File: src/rtl/key_decoder.sv
// key_decoder: PS/2 scan-code set 2 byte stream to four held-key levels.
// Tracks make/break/extended prefixes, drops a stale prefix after TIMEOUT
// idle cycles, and clears every key on keyboard error or self-test bytes.
module key_decoder #(
    parameter logic [7:0]  SC0     = 8'h1C,
    parameter logic [7:0]  SC1     = 8'h1B,
    parameter logic [7:0]  SC2     = 8'h23,
    parameter logic [7:0]  SC3     = 8'h2B,
    parameter logic [15:0] TIMEOUT = 16'd50000
) (
    input  logic       CLK,
    input  logic       RESET,
    input  logic       code_valid,
    input  logic [7:0] code,
    output logic       key0,
    output logic       key1,
    output logic       key2,
    output logic       key3,
    output logic       any_key,
    output logic       prefix_timeout
);

    localparam logic [7:0] CODE_EXT   = 8'hE0;
    localparam logic [7:0] CODE_BREAK = 8'hF0;
    localparam logic [7:0] CODE_ERR0  = 8'h00;
    localparam logic [7:0] CODE_ERR1  = 8'hFF;
    localparam logic [7:0] CODE_BAT0  = 8'hAA;
    localparam logic [7:0] CODE_BAT1  = 8'hFC;

    typedef enum logic [1:0] {
        IDLE,
        BREAK,
        EXT,
        EXT_BREAK
    } state_t;

    state_t      state, state_nx;
    logic [3:0]  keys, keys_nx;
    logic [15:0] cnt, cnt_nx;
    logic        timeout_nx;
    logic [3:0]  hit;

    // Which keys the current byte names; colliding SCn values all match.
    assign hit = {code == SC3, code == SC2, code == SC1, code == SC0};

    // Next-state, next-key and prefix timer decisions for this cycle.
    always_comb begin
        // NOTE: every variable gets a default first so no path can infer a latch.
        state_nx   = state;
        keys_nx    = keys;
        cnt_nx     = cnt;
        timeout_nx = 1'b0;
        if (code_valid) begin
            cnt_nx = 16'd0;
            if (code == CODE_ERR0 || code == CODE_ERR1) begin
                keys_nx  = 4'b0000;
                state_nx = IDLE;
            end else begin
                unique case (state)
                    IDLE: begin
                        if (code == CODE_EXT)
                            state_nx = EXT;
                        else if (code == CODE_BREAK)
                            state_nx = BREAK;
                        else if (code == CODE_BAT0 || code == CODE_BAT1)
                            keys_nx = 4'b0000;
                        else
                            keys_nx = keys | hit;
                    end
                    BREAK: begin
                        if (code == CODE_BREAK)
                            state_nx = BREAK;
                        else if (code == CODE_EXT)
                            state_nx = EXT;
                        else begin
                            keys_nx  = keys & ~hit;
                            state_nx = IDLE;
                        end
                    end
                    EXT: begin
                        if (code == CODE_BREAK)
                            state_nx = EXT_BREAK;
                        else if (code == CODE_EXT)
                            state_nx = EXT;
                        else
                            state_nx = IDLE;
                    end
                    EXT_BREAK: begin
                        if (code == CODE_EXT)
                            state_nx = EXT;
                        else if (code == CODE_BREAK)
                            state_nx = EXT_BREAK;
                        else
                            state_nx = IDLE;
                    end
                    default: state_nx = IDLE;
                endcase
            end
        end else if (state == IDLE) begin
            cnt_nx = 16'd0;
        end else if (cnt == TIMEOUT) begin
            // Abandon the prefix; the counter is reset here so it never wraps.
            state_nx   = IDLE;
            cnt_nx     = 16'd0;
            timeout_nx = 1'b1;
        end else begin
            cnt_nx = cnt + 16'd1;
        end
    end

    // State, key levels, timer and registered flags; reset wins over any byte.
    always_ff @(posedge CLK) begin
        // NOTE: non-blocking assignments keep all registers updating from the same pre-edge values.
        if (RESET) begin
            state          <= IDLE;
            keys           <= 4'b0000;
            cnt            <= 16'd0;
            any_key        <= 1'b0;
            prefix_timeout <= 1'b0;
        end else begin
            state          <= state_nx;
            keys           <= keys_nx;
            cnt            <= cnt_nx;
            any_key        <= |keys_nx;
            prefix_timeout <= timeout_nx;
        end
    end

    assign key0 = keys[0];
    assign key1 = keys[1];
    assign key2 = keys[2];
    assign key3 = keys[3];

endmodule

File: config.mk
export PLATFORM = sky130hd
export DESIGN_NAME = key_decoder
export DESIGN_NICKNAME = d
export VERILOG_FILES = /design/src/rtl/key_decoder.sv
export SDC_FILE = /design/constraint.sdc
export NUM_CORES = 1
export LEC_CHECK = 0
export ABC_CLOCK_PERIOD_IN_PS = 4100
export BUFFER_PORTS_ARGS = -buffer_cell sky130_fd_sc_hd__buf_4
export CORE_MARGIN = 2
export CORE_UTILIZATION = 60
export DETAILED_ROUTE_END_ITERATION = 16
export PLACE_DENSITY = 0.82
export SYNTH_ARGS = -nofsm -noshare
export SYNTH_HDL_FRONTEND = slang
export SYNTH_SLANG_ARGS = --single-unit
File: constraint.sdc
create_clock -name CLK -period 4.1 [get_ports CLK]
set_input_delay 0.615 -clock CLK [delete_from_list [all_inputs] [get_ports CLK]]
set_output_delay 0.615 -clock CLK [all_outputs]
set_load 0.01 [all_outputs]
# Yosys cells after proc, flatten, opt, wreduce, memory -nomap -nowiden
# Index checks and enable logic that the tools add are counted.
dict set report totals {
  ff_bits 24
  inputBits 11
  out_inout_bits 6
  word_cells 54
}
dict set report op_classes {
  add_sub_neg 1
  eq_ne 15
  mux 21
  bitwise 3
  reduce_logical 9
}
# operator n
set ops {}
lappend ops {{8-bit == test, second input constant} 5}
lappend ops {{4-bit two-way mux} 7}
lappend ops {{2-bit two-way mux} 11}
lappend ops {{16-bit by 1-bit adder with 16-bit output, second input constant} 1}
lappend ops {{16-bit == test, second input constant} 1}
lappend ops {{8-bit by 5-bit == test with 1-bit output, second input constant} 2}
lappend ops {{8-bit by 6-bit == test with 1-bit output, second input constant} 2}
lappend ops {{8-bit zero test} 1}
lappend ops {{2-bit one-hot mux with 4 select lines} 1}
lappend ops {{4-bit one-hot mux with 2 select lines} 1}
lappend ops {{4-bit OR reduction} 2}
lappend ops {{4-bit bitwise AND} 1}
lappend ops {{2-bit == test, second input constant} 2}
lappend ops {{4-bit inequality test, second input constant} 1}
lappend ops {{4-bit inverter} 1}
lappend ops {{4-bit bitwise OR} 1}
lappend ops {{3-bit AND reduction} 1}
lappend ops {{3-bit OR reduction} 1}
lappend ops {{2-bit by 1-bit == test with 1-bit output, second input constant} 1}
lappend ops {{2-bit zero test} 1}
lappend ops {{1-bit logical OR} 2}
lappend ops {{2-bit inequality test, second input constant} 1}
lappend ops {{2-bit nonzero test} 1}
lappend ops {{1-bit two-way mux} 1}

# Longest topological paths before layout
dict set report depth {
  ltp_word 9
  depth_mapped 8
  mapped_depth_nobuf 8
}

# Least setup slack after synthesis
# No wires, ideal clock.
dict set report synth_timing {
  kind {input port to flip-flop}
  startpoint {input port code[4]}
  endpoint {register any_key}
  setup_time_ns 0.142
  arrival_ns 1.811
  slack_ns 2.147
  stages 7
  path_cell_list {buf_6 > or4b_4 > nor2_1 > and4b_1 > o31ai_1 > a32oi_1 > a41oi_1}
}
dict set report synth_via {
  elab_chain_len 9
  word_cells_on_any_way 24
}
# item line
set synth_lines {}
lappend synth_lines {{start: declaration} 14} ;# input logic [7:0] code,
lappend synth_lines {{8-bit by 5-bit == test with 1-bit output, or another cell as far along} 44} ;# assign hit = {code == SC3, code == SC2, code == SC1, code == SC0};
lappend synth_lines {{4-bit bitwise OR, or another cell as far along} 68} ;# keys_nx = keys | hit;
lappend synth_lines {{4-bit two-way mux or 4-bit bitwise AND (tied branches)} {65, 76}}
lappend synth_lines {{4-bit two-way mux (on tied branches)} {63, 73}}
lappend synth_lines {{4-bit two-way mux (on tied branches)} {61, 71}}
lappend synth_lines {{4-bit one-hot mux with 2 select lines} 59} ;# unique case (state)
lappend synth_lines {{4-bit two-way mux *} 55} ;# if (code == CODE_ERR0 || code == CODE_ERR1) begin
lappend synth_lines {{4-bit two-way mux *} 53} ;# if (code_valid) begin
lappend synth_lines {{4-bit OR reduction *} 124} ;# any_key <= |keys_nx;
lappend synth_lines {{end signal: assignment} 124}
lappend synth_lines {{end: declaration} 19} ;# output logic any_key,
# Every way passes the cells marked *; elsewhere a longest branch is shown, timed or not.
# A chain may end at the register's enable or synchronous reset.

# Worst setup path in the final report
dict set report layout_timing {
  startpoint {input port code[7]}
  endpoint {register any_key}
}
# The elaborated chain is that of the path after synthesis.

==> metrics.txt <==
register share of total power=0.604; Crit path required time=4.29 ns; cell area after layout=0.001460 mm²; synth warn=0; clock group share of total power=0.314; Crit Path Max Fanout=5; critical setup path kind=primary input to flop; type of destination of the critical path=flop; initial drt markers=34; Hold Vio Cnt, Final=0; synth-to-layout area growth=12.64%; # DRC=0; IO Port Bufs=16; vias per std cell=between 5 and 6; Arr. time, crit path=~2.0 ns; routed vias=roughly 1.2k; Clock Latency Late Sink=0.31 ns; grt ovf=0; clock skew=0.009486 ns; H-Tree Depth=1; P_leak=0.5056 nW; cts hold-fix bufs=0; GRT Util Overall=0.2289; largest net degree at the start of global routing=16; Tcrit/Tclk final=0.4522; Worst setup SP type=primary input; initial antenna violation count=0; CTS Buffer Depth=2; Slew @ Worst Pin=0.5012 ns; placed cell area=0.001424 mm²; Wirelength per Cell=between 10 and 15 µm; Max-Cap Viols=0; router iterations before antenna repair=4; peak supply drop=199.2 µV; EDFF count, synth=0; sequential cell area fraction in the yosys report=0.3707; most frequent cell after synthesis=nor2_1; Syn Std Cell Area=between 0.001 and 0.0015 mm²; combinational power share=0.082; antenna viol nets, final=0; synth cell count leaders=nor2_1 (25), dfxtp_1 (24), nand2_1 (12); HPWL Detailed=1974 µm; Synth Area per Inst=between 8 and 9 µm²; first-pass GRT wire length=4547 µm; prevailing post-synth register cell=dfxtp_1; final setup TNS=0 ns; Psw=0.08825 mW; Mapped Nets=between 150 and 200; Final Slew Violations=0; worst hold path type=flop to flop; final antenna diode count=0; Final setup violation count=0; P_int=0.3021 mW; Initial Util=0.6475; Synth area leader=dfxtp_1; layout cell share with drive strength beyond 1=0.1598; Layout Nets=183; flops & latches, synth=24; Core Box Area=between 0.002 and 0.0025 mm²; fmax=~540 MHz; total CTS buffers=3; post_cts resized=0; Clock Sinks=24; fill count=172; I/O pins=17; Tmin final=~1.9 ns; async set-reset flop share out of synthesis=0; std cell rows=16; post-synth cell types=43; outcome=completed; largest cells by area after synthesis=dfxtp_1 (37%), nor2_1 (7.2%), xor2_1 (5.4%); die area=0.002548 mm²; Synth top area share=0.3707; Reg clk slew, reported paths=approximately 0.13 ns; post-CTS setup buffers=0; Die Height=50.48 µm; CTS tree=done; root buffer cell=clkbuf_4; switching fraction of total power=0.2261; RD Place Congestion=0.8730; RSZ-0062 raised after global routing=false; vias in the first global route=approximately 1.0k; relative slew slack=0.6650; Die X=50.48 µm; total power divided by cell area=267.3 mW/mm²; final wirelength=2674 µm; Synth Instances=153
sequential cells by signal (all words and copies together) (netlist names):
register        cells
keys                4
cnt                16
state               2
prefix_timeout      1
any_key             1
cell type report:
class | instances | area, µm² | share of cell area
inverters | 5 | 18.77 | 0.01285
flip-flops and latches | 24 | 480.5 | 0.3290
well taps | 27 | 33.78 | 0.02314
clock buffers | 4 | 36.28 | 0.02485
repair buffers | 16 | 120.1 | 0.08226
multi-input cells | 120 | 770.7 | 0.5278
worst paths after layout:
check             startpoint       to  depth (start not counted)  slack [ns]
hold / removal        cnt[7]   cnt[7]                          2        0.51
hold reg to reg       cnt[7]   cnt[7]                          2        0.51
setup reg to reg      cnt[0]   cnt[9]                          6        2.45
setup / recovery     code[7]  any_key                          7        2.25
kinds of logic after synthesis:
logic type	share of synthesized area
simple gates	0.3446
fa+ha+maj	0.01930
compound gates	0.1409
flops	0.3707
buf+inv	0.03475
xor+xnor	0.08108
mux	0.008687
layout by cell type, fill, tap and decap left out, drive strengths merged, types with 3 or more instances in the layout:
cell and instances:
a31oi 3, a21oi 6, xnor2 4, clkbuf 4, o21ai 5, nand2 12, buf 16, nor2b 3
inv 5, o2111ai 3, nor2 26, dfxtp 24, and3 4, nor4 5, nand3 10, xor2 8
and4b 3, nor3 4
power groups by stage:
| stage | Clock [mW] | Sequential, mW | Combinational (mW) |
|---|---|---|---|
| after detailed placement | 0 | 0.241 | 0.0315 |
| final | 0.122 | 0.236 | 0.0321 |
| after floorplan | 0 | 0.241 | 0.0176 |
| after CTS | 0.126 | 0.236 | 0.0317 |
| after global placement | 0 | 0.241 | 0.0305 |
| after global routing | 0.133 | 0.236 | 0.0350 |
critical path, stage by stage:
cell and delay (ns):
buf_4 0.13, or4b_4 0.54, nor2_1 0.09, and4b_1 0.25, o31ai_1 0.08, a32oi_1 0.20
a41oi_1 0.13
metrics by stage:
stage	setup WS, ns	total power [mW]	instances	util	hold slack (ns)
floorplan	2.147	0.2582	153	-	0.4414
global placement	1.967	0.2713	192	0.7113	0.4627
detailed placement	1.924	0.2724	192	0.7113	0.4924
CTS	2.253	0.3939	196	0.7294	0.5133
global route	2.146	0.4041	196	0.7294	0.5208
finish	2.246	0.3903	196	0.7294	0.5124
per-layer routing:
layer | wire length, µm | GRT usage | up-vias
met4 | 31 | 0.07207 | 0
met5 | 0 | 0 | -
met3 | 126 | 0.03869 | 5
met1 | 1317 | 0.3245 | 528
met2 | 1198 | 0.3553 | 37
li1 | - | - | 589
(Power assumes the default switching activity.)
